$ cat src/rtl/t01_piece_queue.sv
// Piece queue for the t01 block-type generator: warm-up, fill, then refill-on-pop with preview.
// Optional T01_PIECE_QUEUE_REROLL_EN rejects a sample equal to the last pushed type once.
module t01_piece_queue #(
    parameter int unsigned DEPTH  = 4,
    parameter int unsigned WARMUP = 3
) (
    input  logic                   clk_i,
    input  logic                   rst_i,
    input  logic [2:0]             block_type_i,
    output logic                   gen_advance_o,
    input  logic                   flush_i,
    input  logic                   pop_i,
    output logic                   piece_valid_o,
    output logic [2:0]             piece_type_o,
    output logic [3*(DEPTH-1)-1:0] preview_o,
    output logic [3:0]             count_o
);

    typedef enum logic [1:0] {StWarmup, StFill, StReady} state_e;

    // With no warm-up samples the queue starts filling straight out of reset/flush.
    localparam state_e StInit = (WARMUP == 0) ? StFill : StWarmup;
    localparam logic [3:0] DepthCnt = 4'(DEPTH);
    localparam logic [3:0] WarmCnt  = 4'(WARMUP);

    state_e     st_q, st_d;
    logic [3:0] warm_q, warm_d;
    logic [3:0] cnt_q, cnt_d;
    logic [2:0] ent_q [DEPTH];
    logic [2:0] ent_d [DEPTH];

    logic [2:0] sample;
    logic       adv;
    logic       pop_ok;
    logic       push_req;
    logic       push;
    logic [3:0] cnt_after_pop;

    assign sample = (block_type_i == 3'd7) ? 3'd0 : block_type_i;

    always_comb begin
        adv      = 1'b0;
        pop_ok   = 1'b0;
        push_req = 1'b0;
        unique case (st_q)
            StWarmup: adv = 1'b1;
            StFill: begin
                adv      = 1'b1;
                push_req = 1'b1;
                pop_ok   = pop_i && (cnt_q != 4'd0);
            end
            StReady: begin
                adv      = pop_i;
                push_req = pop_i;
                pop_ok   = pop_i;
            end
            default: ;
        endcase
        if (flush_i) begin
            adv      = 1'b0;
            pop_ok   = 1'b0;
            push_req = 1'b0;
        end
    end

`ifdef T01_PIECE_QUEUE_REROLL_EN
    logic [2:0] last_q, last_d;
    logic       last_vld_q, last_vld_d;
    logic       reroll_q, reroll_d;
    logic       reject;

    assign reject = push_req && last_vld_q && !reroll_q && (sample == last_q);
    assign push   = push_req && !reject;

    always_comb begin
        last_d     = last_q;
        last_vld_d = last_vld_q;
        reroll_d   = reroll_q;
        if (flush_i) begin
            last_d     = 3'd0;
            last_vld_d = 1'b0;
            reroll_d   = 1'b0;
        end else if (reject) begin
            reroll_d = 1'b1;
        end else if (push) begin
            last_d     = sample;
            last_vld_d = 1'b1;
            reroll_d   = 1'b0;
        end
    end

    always_ff @(posedge clk_i) begin
        if (rst_i) begin
            last_q     <= 3'd0;
            last_vld_q <= 1'b0;
            reroll_q   <= 1'b0;
        end else begin
            last_q     <= last_d;
            last_vld_q <= last_vld_d;
            reroll_q   <= reroll_d;
        end
    end
`else
    assign push = push_req;
`endif

    always_comb begin
        st_d          = st_q;
        warm_d        = warm_q;
        cnt_d         = cnt_q;
        ent_d         = ent_q;
        cnt_after_pop = cnt_q;
        if (flush_i) begin
            st_d   = StInit;
            warm_d = 4'd0;
            cnt_d  = 4'd0;
            for (int i = 0; i < DEPTH; i++) begin
                ent_d[i] = 3'd0;
            end
        end else begin
            if (st_q == StWarmup) begin
                warm_d = warm_q + 4'd1;
                if (warm_q + 4'd1 >= WarmCnt) begin
                    st_d = StFill;
                end
            end
            if (pop_ok) begin
                for (int i = 0; i < DEPTH - 1; i++) begin
                    ent_d[i] = ent_q[i+1];
                end
                ent_d[DEPTH-1] = 3'd0;
                cnt_after_pop  = cnt_q - 4'd1;
            end
            // Tail slot is the first free entry after any same-cycle pop.
            if (push) begin
                for (int i = 0; i < DEPTH; i++) begin
                    if (4'(i) == cnt_after_pop) begin
                        ent_d[i] = sample;
                    end
                end
                cnt_d = cnt_after_pop + 4'd1;
            end else begin
                cnt_d = cnt_after_pop;
            end
            if (st_q != StWarmup) begin
                st_d = (cnt_d == DepthCnt) ? StReady : StFill;
            end
        end
    end

    always_ff @(posedge clk_i) begin
        if (rst_i) begin
            st_q   <= StInit;
            warm_q <= 4'd0;
            cnt_q  <= 4'd0;
            for (int i = 0; i < DEPTH; i++) begin
                ent_q[i] <= 3'd0;
            end
        end else begin
            st_q   <= st_d;
            warm_q <= warm_d;
            cnt_q  <= cnt_d;
            for (int i = 0; i < DEPTH; i++) begin
                ent_q[i] <= ent_d[i];
            end
        end
    end

    // Outputs read zero while reset is being applied.
    assign gen_advance_o = adv && !rst_i;
    assign piece_valid_o = !rst_i && (cnt_q != 4'd0);
    assign piece_type_o  = piece_valid_o ? ent_q[0] : 3'd0;
    assign count_o       = rst_i ? 4'd0 : cnt_q;

    always_comb begin
        preview_o = '0;
        for (int k = 1; k < DEPTH; k++) begin
            preview_o[3*k-1 -: 3] = rst_i ? 3'd0 : ent_q[k];
        end
    end

endmodule

$ cat config.mk
export PLATFORM = sky130hd
export DESIGN_NAME = t01_piece_queue
export DESIGN_NICKNAME = d
export VERILOG_FILES = /design/src/rtl/t01_piece_queue.sv
export SDC_FILE = /design/constraint.sdc
export NUM_CORES = 1
export LEC_CHECK = 0
export ABC_AREA = 1
export CORE_MARGIN = 5
export CORE_UTILIZATION = 57
export CTS_BUF_LIST = sky130_fd_sc_hd__clkbuf_16
export DETAILED_ROUTE_END_ITERATION = 16
export PLACE_DENSITY = 0.88
export SKIP_CTS_REPAIR_TIMING = 1
export SLEW_MARGIN = 20
export SYNTH_ARGS = -nofsm -noshare
export SYNTH_HDL_FRONTEND = slang
export SYNTH_SLANG_ARGS = --single-unit
$ cat constraint.sdc
create_clock -name clk_i -period 3.85 [get_ports clk_i]
set_clock_uncertainty 0.1 [all_clocks]
set_input_delay 0.5775 -clock clk_i [delete_from_list [all_inputs] [get_ports clk_i]]
set_output_delay 0.5775 -clock clk_i [all_outputs]
set_load 0.05 [all_outputs]
==> flow_metrics.py, run 1 <==
metrics = {
    "status": {
        "outcome": "finished, final reports clean",
    },
    "synthesis": {
        "synth_area_leaders": "dfxtp_1 (29%), nor2_1 (12%), inv_1 (8.7%)",
        "netlist.area_leader.share": 0.292,
        "muxShareOfSynthArea": 0,
        "synth_cell_types": 28,
        "yosys_warnings": 0,
        "synthesis.nets": 239,
        "netlist_instances": 225,
        "synth_fa_ha_area_frac": 0.0580,
        "yosysSeqAreaShare": 0.292,
        "synth_edf_count": 0,
        "synth_top_flop_cell": "dfxtp_1",
        "synth_area_um2": 1510,
        "ys_ff_latch": 22,
        "synth-simple-area-share": 0.405,
        "synth_compound_area_frac": 0.118,
        "synth_top_area_cell": "dfxtp_1",
        "syn_area_per_cell_um2": 6.71,
        "async_reset_ff_frac": 0,
        "yosys.area_share.xor_xnor": 0.0174,
        "synth_top_family_by_area": "simple AND/OR/NAND/NOR gates",
    },
    "timing": {
        "rsz0062_at_grt": "no",
        "period_needed_ns": 3.08,
        "worstMarginPinSlew_ns": 0.597,
        "maxSlewHeadroom": 0.598,
        "slew_viol_final": 0,
        "tns_ns": 0,
        "hold_viol": 0,
        "finalCritPeriodShare": 0.800,
        "finalSetupViolCount": 0,
        "timing.fmax_ghz": 0.325,
    },
    "clocking": {
        "cts.sinks": 22,
        "cts_tree": "built",
        "clock_path_buffers": 2,
        "htree_levels": 1,
        "clk_pin_slew_ns": 0.06,
        "clock_latency_ns": 0.25,
        "root_buffer": "clkbuf_16",
        "cts_buffers": 3,
    },
    "critical_path": {
        "cp.arrival_ns": 2.40,
        "cp_slowest_cell": "clkdlybuf4s50_1",
        "start_kind": "input pin",
        "cp_slowest_stage_delay_ns": 0.81,
        "crit_fanout": 15,
        "r2r_slack_ns": 1.53,
        "worstSetupEndpointType": "output port",
        "r2r-start": "cnt_q[0]",
        "reg2regPathDepth": 12,
        "r2r_end": "ent_q[3]",
        "crit_end": "piece_type_o[0]",
        "required_ns": 3.17,
        "crit_top_cell": "clkdlybuf4s50_1",
        "critPathKind": "in -> out",
        "crit_path_cell_trace": "clkdlybuf4s50_1 > inv_1 > nand2_1 > nor2_1 > clkdlybuf4s50_1",
        "critPathLaunch": "rst_i",
    },
    "die": {
        "dieWidth_um": 61.5,
        "coreArea_um2": 2500,
        "design.portCount": 25,
        "rows": 18,
        "die_y_um": 61.5,
        "start_util": 0.604,
        "die_area_um2": 3780,
    },
    "routing": {
        "num_vias": 1429,
        "dr.first_iter.drc_count": 61,
        "wl_per_cell_um": 11.3,
        "ant_nets": 0,
        "viasPerCell": 5.12,
        "drcViolationCount": 0,
        "wl_um": 3150,
        "firstDrtPassIters": 4,
    },
    "final_layout": {
        "finalNetCount": 265,
        "drive_gt1_frac": 0.112,
        "antennaDiodeCount": 0,
        "final_core_util": 0.741,
        "nFillCells": 199,
        "area_delta_synth_final_pct": 22.7,
    },
    "global_routing": {
        "grt_util_all_layers": 0.188,
        "grt_first_pass_wirelength_um": 5460,
        "grt-ovfl-total": 0,
        "antenna_found_initial": 0,
        "grt_max_degree": 25,
        "grt_pass1_vias": 1308,
    },
    "worst_hold_path": {
        "hold_class": "reg -> reg",
    },
    "flow_run": {
        "drv_cap": 0,
    },
    "power": {
        "pwr_density_cell_nw_per_um2": 265,
        "irDropWorstVdd_uv": 213,
        "p_leak_uw": 0.000838,
    },
    "place": {
        "gp_congestion": 0.819,
        "hpwl_um": 2380,
        "io_buffers": 24,
    },
}
-- area by class of cell --
type,instances,area (um^2),share of cell area
multi-input combinational,162,902,0.487
clock buffer,3,75.1,0.0405
inverter,37,139,0.0750
sequential,22,440,0.238
timing repair buffer,25,258,0.139
tap,30,37.5,0.0203
-- power by group --
group,internal [uW],switching (uW)
Sequential,230,1.96
Combinational,15.8,25.5
Clock,137,79.7
-- per-stage QoR --
step           total power [uW]  worst slack [ns]  hold slack (ns)  instance area [um^2]  std cells
2_1_floorplan               260              1.01            0.371                  1510        225
6_report                    490             0.770            0.399                  1850        279
5_1_grt                     504             0.637            0.458                  1850        279
4_1_cts                     492             0.758            0.403                  1850        279
3_5_place_dp                278             0.763            0.390                  1780        276
3_3_place_gp                277             0.779            0.387                  1780        276
-- flip-flops by register name, indices dropped and copies added, names as in the netlist --
name and cells:
ent_q 12, cnt_q 4, warm_q 4, st_q 2
-- metal layers --
layer,vias to the layer above,wire [um],GRT usage
met1,636,1450,0.252
met4,0,42,0.0727
met2,31,1510,0.305
met3,5,150,0.0294
met5,-,0,0
li1,757,-,-
-- worst min-delay path by stage --
| stage | start | to | slack (ns) | depth (start not counted) |
|---|---|---|---|---|
| floorplan | warm_q[2] | warm_q[2] | 0.37 | 2 |
| global placement | ent_q[1] | ent_q[1] | 0.39 | 2 |
| detailed placement | ent_q[0] | ent_q[0] | 0.39 | 2 |
| CTS | ent_q[0] | ent_q[0] | 0.40 | 2 |
| global route | warm_q[2] | warm_q[2] | 0.46 | 2 |
| finish | ent_q[0] | ent_q[0] | 0.40 | 2 |
-- cell families after synthesis --
| group | count (synthesis) |
|---|---|
| and+or+nand+nor | 119 |
| buffers and inverters | 41 |
| xor gates and xnor gates | 3 |
| adders and majority gates | 7 |
| DFF | 22 |
| AOI/OAI and AO/OA | 33 |
-- synthesized netlist by cell type, types with 2 or more instances --
master	count
nor2_1	50
a21boi_0	3
nand2_2	7
o21ai_0	19
nand3_2	2
nand2_1	30
nor3_4	3
nor2_2	2
dfxtp_1	22
xor2_1	2
nand2_4	4
inv_1	35
a21oi_1	8
ha_1	7
inv_2	2
nand3_1	17
-- placed cells by master (no fill, tap or decap), drive strengths merged --
master	count
a211oi	1
a21boi	3
a21oi	8
buf	2
clkbuf	3
clkdlybuf4s50	23
dfxtp	22
ha	7
inv	37
nand2	41
nand3	20
nor2	54
nor3	3
o211ai	1
o21ai	20
or3	1
xnor2	1
xor2	2
-- critical path: cells and delay by family --
kind                   cells  cell delay [ns]
buffers and inverters      3             1.63
and+or+nand+nor            2             0.21
No activity file was read; power rests on OpenSTA's default activity.
==> inputs of run 2 (changes only) <==
--- a/config.mk
+++ b/config.mk
@@ -7,10 +7,10 @@
 export LEC_CHECK = 0
 export ABC_AREA = 1
 export CORE_MARGIN = 5
-export CORE_UTILIZATION = 57
+export CORE_UTILIZATION = 53
 export CTS_BUF_LIST = sky130_fd_sc_hd__clkbuf_16
 export DETAILED_ROUTE_END_ITERATION = 16
-export PLACE_DENSITY = 0.88
+export PLACE_DENSITY = 0.82
 export SKIP_CTS_REPAIR_TIMING = 1
 export SLEW_MARGIN = 20
 export SYNTH_ARGS = -nofsm -noshare
==> constraint.sdc (replaced) <==
create_clock -name clk_i -period 3 [get_ports clk_i]
set_clock_uncertainty 0.1 [all_clocks]
set_input_delay 0.45 -clock clk_i [delete_from_list [all_inputs] [get_ports clk_i]]
set_output_delay 0.45 -clock clk_i [all_outputs]
set_load 0.05 [all_outputs]
==> run 2 against run 1 <==
Via count is 0.42% lower. Sequential power is 28% higher. Routed wire length is 0.67% higher. Clock power is 30% higher. Register-to-register slack worse by 0.84 ns. Hold slack better by 0.0022 ns. First-iteration DRC count is 52% higher. Final area is 1.6% lower. Sequential cell count stayed put. Cell count is 1.1% higher. Count of clock-buffer cells in the layout stayed put. Die area is 6.3% higher. Critical path type unchanged. Largest cell class unchanged.
==> flow_metrics.py, run 2 (synthesized netlist as in run 1, its figures left out) <==
metrics = {
    "status": {
        "outcome": "finished, final reports clean",
    },
    "clocking": {
        "clock_path_buffers": 2,
        "root_buffer": "clkbuf_16",
        "cts_buffers": 3,
        "cts_tree": "built",
        "clock_latency_ns": 0.25,
        "cts.sinks": 22,
        "htree_levels": 1,
        "clk_pin_slew_ns": 0.06,
    },
    "global_routing": {
        "grt_pass1_vias": 1337,
        "grt_max_degree": 25,
        "antenna_found_initial": 0,
        "grt_util_all_layers": 0.170,
        "grt-ovfl-total": 0,
        "grt_first_pass_wirelength_um": 5680,
    },
    "final_layout": {
        "area_delta_synth_final_pct": 20.7,
        "regMostFlops": "ent_q",
        "largest_register_ffs": 12,
        "final_cell_mix": "nor2_1 (50), inv_1 (35), nand2_1 (30)",
        "final_common_cell": "nor2_1",
        "register_area_um2": 440,
        "final_cells": 282,
        "reg_top3": "ent_q x12, cnt_q x4, warm_q x4",
        "finalNetCount": 266,
        "antennaDiodeCount": 0,
        "nFillCells": 236,
        "final_core_util": 0.666,
        "stdcell_area_um2": 1820,
        "drive_gt1_frac": 0.183,
        "multiInputGateArea_um2": 902,
    },
    "die": {
        "rows": 19,
        "start_util": 0.552,
        "die_y_um": 63.4,
        "design.portCount": 25,
        "coreArea_um2": 2730,
        "die_area_um2": 4010,
        "dieWidth_um": 63.4,
    },
    "power": {
        "p_leak_uw": 0.000879,
        "irDropWorstVdd_uv": 359,
        "pwr_density_cell_nw_per_um2": 348,
    },
    "critical_path": {
        "critPathLaunch": "flush_i",
        "start_kind": "input pin",
        "crit_path_cell_trace": "clkdlybuf4s50_1 > nor2_1 > inv_1 > a211oi_1 > buf_12",
        "cpLargestDelayFamily": "buffers and inverters",
        "required_ns": 2.45,
        "cp.arrival_ns": 1.87,
        "r2r-start": "st_q[0]",
        "crit_fanout": 7,
        "worstSetupEndpointType": "output port",
        "cp_slowest_stage_delay_ns": 0.55,
        "critPathKind": "in -> out",
        "cp.buffers_inverters": 3,
        "cp_slowest_cell": "clkdlybuf4s50_1",
        "r2r_slack_ns": 0.69,
    },
    "routing": {
        "wl_per_cell_um": 11.3,
        "firstDrtPassIters": 4,
        "viasPerCell": 5.05,
        "num_vias": 1423,
        "drcViolationCount": 0,
        "ant_nets": 0,
        "dr.first_iter.drc_count": 93,
        "wl_um": 3170,
    },
    "timing": {
        "finalCritPeriodShare": 0.808,
        "rsz0062_at_grt": "no",
        "tns_ns": 0,
        "fin_hold_ws_ns": 0.401,
        "maxSlewHeadroom": 0.582,
        "timing.fmax_ghz": 0.412,
        "slew_viol_final": 0,
        "worstMarginPinSlew_ns": 0.621,
        "period_needed_ns": 2.42,
        "hold_viol": 0,
        "finalSetupViolCount": 0,
    },
    "worst_hold_path": {
        "hold_class": "reg -> reg",
        "hold_path.startpoint": "ent_q[0]",
    },
    "place": {
        "gp_congestion": 0.806,
        "io_buffers": 24,
        "dp_cells": 278,
        "placed_area_um2": 1740,
        "hpwl_um": 2430,
    },
    "flow_run": {
        "drv_cap": 0,
    },
}
## run 2: cell count changes in the layout (fill, tap and decap cells not counted)
cell,change
buf_4,+18
clkdlybuf4s50_1,-17
clkinv_1,+1
## run 2: final cells by class
cell class | count | area share
Tap cell | 31 | 0.0213
Inverter | 37 | 0.0762
Multi-Input combinational cell | 162 | 0.495
Clock buffer | 3 | 0.0412
Clock inverter | 1 | 0.00206
Sequential cell | 22 | 0.242
Timing Repair Buffer | 26 | 0.122
## run 2: metrics by stage
step | power, uW | worst slack, ns
after CTS | 636 | 0.568
after floorplan | 334 | 0.411
after global placement | 357 | 0.522
after global routing | 655 | 0.448
after detailed placement | 358 | 0.493
final | 634 | 0.576
## run 2: final timing paths
check                        to  cells after the start
setup / recovery  gen_advance_o                      5
hold / removal         ent_q[0]                      2
setup reg to reg       ent_q[4]                     11
hold reg to reg        ent_q[0]                      2
## run 2: routing by layer
metal	global-route usage	part of all wire	vias to the layer above
met5	0	0	-
met4	0.0649	0.014	0
met3	0.0302	0.049	5
met2	0.272	0.47	30
met1	0.225	0.47	633
li1	-	-	755
## run 2: worst min-delay path: cells and delay by family, from the launching register on
kind / cells / cell delay (ns)
flip-flops: 1 / 0.32
AO/OA/AOI/OAI: 1 / 0.06
AND/OR/NAND/NOR: 1 / 0.09
## run 2: report_power, final
part,internal [uW],switching [uW],leakage (uW),total [uW]
sequential,295,2.56,0.000178,298
combinational,21.1,33.4,0.000663,54.6
clock,178,104,0.0000385,282
total,494,140,0.000879,634
==> inputs of run 3 (changes only) <==
--- a/config.mk
+++ b/config.mk
@@ -7,10 +7,10 @@
 export LEC_CHECK = 0
 export ABC_AREA = 1
 export CORE_MARGIN = 5
-export CORE_UTILIZATION = 53
+export CORE_UTILIZATION = 48
 export CTS_BUF_LIST = sky130_fd_sc_hd__clkbuf_16
 export DETAILED_ROUTE_END_ITERATION = 16
-export PLACE_DENSITY = 0.82
+export PLACE_DENSITY = 0.79
 export SKIP_CTS_REPAIR_TIMING = 1
 export SLEW_MARGIN = 20
 export SYNTH_ARGS = -nofsm -noshare
==> constraint.sdc (replaced) <==
create_clock -name clk_i -period 1.94 [get_ports clk_i]
set_clock_uncertainty 0.1 [all_clocks]
set_input_delay 0.291 -clock clk_i [delete_from_list [all_inputs] [get_ports clk_i]]
set_output_delay 0.291 -clock clk_i [all_outputs]
set_load 0.05 [all_outputs]
==> run 3 against run 2 <==
The flow now finishes with violations (negative setup slack). Highest routed layer unchanged. Critical endpoint is now ent_q[8]. First-iteration DRC count rose by 72%. Register-to-register slack got worse by 0.91 ns. Utilization rose by 14 points. Hold slack barely moved. Via count rose by 20%. Non-clock buffer count rose by 28. Critical path type is now reg -> reg. Die area rose by 8.8%. Final area rose by 34%. Count of clock-buffer cells in the layout did not move. Sequential share of layout area fell by 5.9 points.
==> flow_metrics.py, run 3 (synthesized netlist as in run 1, its figures left out) <==
metrics = {
    "global_routing": {
        "grt_util_all_layers": 0.187,
        "grt-ovfl-total": 0,
        "antenna_found_initial": 0,
        "grt_pass1_vias": 1481,
        "grt_max_degree": 19,
        "grtUsageMet1": 0.239,
        "met3_usage": 0.0153,
        "busiest_layer": "met2",
        "grtUsageMet2": 0.332,
        "grt_first_pass_wirelength_um": 6370,
    },
    "routing": {
        "wl_um": 4830,
        "firstDrtPassIters": 4,
        "drcViolationCount": 0,
        "viasPerCell": 5.28,
        "dr.first_iter.drc_count": 160,
        "wl_per_cell_um": 15.0,
        "ant_nets": 0,
        "num_vias": 1706,
    },
    "critical_path": {
        "crit_top_cell": "inv_2",
        "r2r_slack_ns": -0.22,
        "crit_path_cell_trace": "inv_2 > ha_4 > inv_2 > nor2_8 > nand2_8 > nand2_1 > nand3_4 > nor3_4 > inv_2 > nor2_1 > nor2_1",
        "required_ns": 1.98,
        "cp.arrival_ns": 2.20,
        "cp_slowest_cell": "dfxtp_2",
        "cpLargestDelayFamily": "simple AND/OR/NAND/NOR gates",
        "crit_fanout": 8,
        "cp.buffers_inverters": 3,
        "critPathKind": "reg -> reg",
        "worstSetupEndpointType": "flop",
        "start_kind": "flop",
        "cp_slowest_stage_delay_ns": 0.34,
    },
    "final_layout": {
        "area_delta_synth_final_pct": 61.4,
        "regMostFlops": "ent_q",
        "largest_register_ffs": 12,
        "nFillCells": 172,
        "final_core_util": 0.804,
        "reg_top3": "ent_q x12, cnt_q x4, warm_q x4",
        "final_common_cell": "nor2_1",
        "drive_gt1_frac": 0.380,
        "register_area_um2": 444,
        "finalNetCount": 294,
        "multiInputGateArea_um2": 1050,
        "antennaDiodeCount": 0,
        "final_cell_mix": "nor2_1 (43), inv_1 (28), buf_4 (26)",
        "final_cells": 323,
    },
    "place": {
        "gp_congestion": 0.864,
        "io_buffers": 24,
        "dp_cells": 313,
        "hpwl_um": 2900,
        "place_ws_ns": -0.181,
    },
    "timing": {
        "timing.fmax_ghz": 0.462,
        "finalCritPeriodShare": 1.12,
        "rsz0062_at_grt": "yes",
        "period_needed_ns": 2.16,
        "maxSlewHeadroom": 0.787,
        "setup_ws_ns": -0.224,
        "finalSetupViolCount": 18,
        "worstMarginPinSlew_ns": 0.318,
        "slew_viol_final": 0,
        "hold_viol": 0,
    },
    "die": {
        "die_area_um2": 4370,
        "design.portCount": 25,
        "dieWidth_um": 66.1,
        "coreArea_um2": 3030,
        "rows": 20,
        "start_util": 0.498,
        "die_y_um": 66.1,
    },
    "clocking": {
        "clk_pin_slew_ns": 0.06,
        "cts_buffers": 3,
        "clock_latency_ns": 0.25,
        "cts.sinks": 22,
        "clock_path_buffers": 2,
        "htree_levels": 1,
        "root_buffer": "clkbuf_16",
        "cts_tree": "built",
    },
    "power": {
        "p_leak_uw": 0.00107,
        "irDropWorstVdd_uv": 456,
        "pwr_density_cell_nw_per_um2": 418,
    },
    "status": {
        "violations": "negative setup slack",
        "outcome": "finished with violations",
    },
    "worst_hold_path": {
        "hold_class": "reg -> reg",
    },
    "flow_run": {
        "drv_cap": 0,
    },
}
==> run 3: changes by cell type in the layout (fill, tap and decap cells not counted), moves of 4 or more <==
cell,previous run,this run
buf_12,1,19
buf_4,19,26
inv_1,35,28
inv_2,2,9
nor2_1,50,43
nand2_1,30,25
nand3_1,17,12
ha_1,7,3
nor2_2,2,6
==> run 3: area by class of cell <==
| cell class | count | share of cell area |
|---|---|---|
| Inverter | 37 | 0.0570 |
| Clock buffer | 3 | 0.0308 |
| Multi-Input combinational cell | 162 | 0.431 |
| Tap cell | 44 | 0.0226 |
| Clock inverter | 1 | 0.00154 |
| Sequential cell | 22 | 0.182 |
| Timing Repair Buffer | 54 | 0.275 |
==> run 3: stage by stage <==
stage | power [uW] | setup TNS [ns] | area (um^2) | hold slack, ns
2_1_floorplan | 518 | 0 | 1510 | 0.371
3_3_place_gp | 568 | -1.46 | 2150 | 0.379
3_5_place_dp | 569 | -2.19 | 2150 | 0.391
4_1_cts | 1000 | -0.644 | 2230 | 0.405
5_1_grt | 1050 | -3.32 | 2430 | 0.459
6_report | 1020 | -1.66 | 2430 | 0.401
==> run 3: metal layers <==
layer,up-vias,routed length (um)
met5,-,0
met4,0,191
met3,18,277
met2,78,2390
met1,802,1980
li1,808,-
==> run 3: worst paths after layout <==
check	from	end	depth (start not counted)
worst max-delay path	st_q[1]	ent_q[8]	11
worst min register to register	ent_q[1]	ent_q[1]	2
worst min-delay path	ent_q[1]	ent_q[1]	2
worst max register to register	st_q[1]	ent_q[8]	11
==> run 3: power by group <==
part	leakage [uW]	internal [uW]	switching [uW]
Sequential	0.000179	457	3.61
Clock	0.0000385	275	166
Combinational	0.000848	51.7	63.7
Total	0.00107	784	233
==> run 3: worst register-to-register path, cell delays in order (launching register included) <==
cell	delay [ns]
dfxtp_2	0.34
inv_2	0.07
ha_4	0.26
inv_2	0.07
nor2_8	0.20
nand2_8	0.10
nand2_1	0.21
nand3_4	0.15
nor3_4	0.22
inv_2	0.10
nor2_1	0.16
nor2_1	0.07
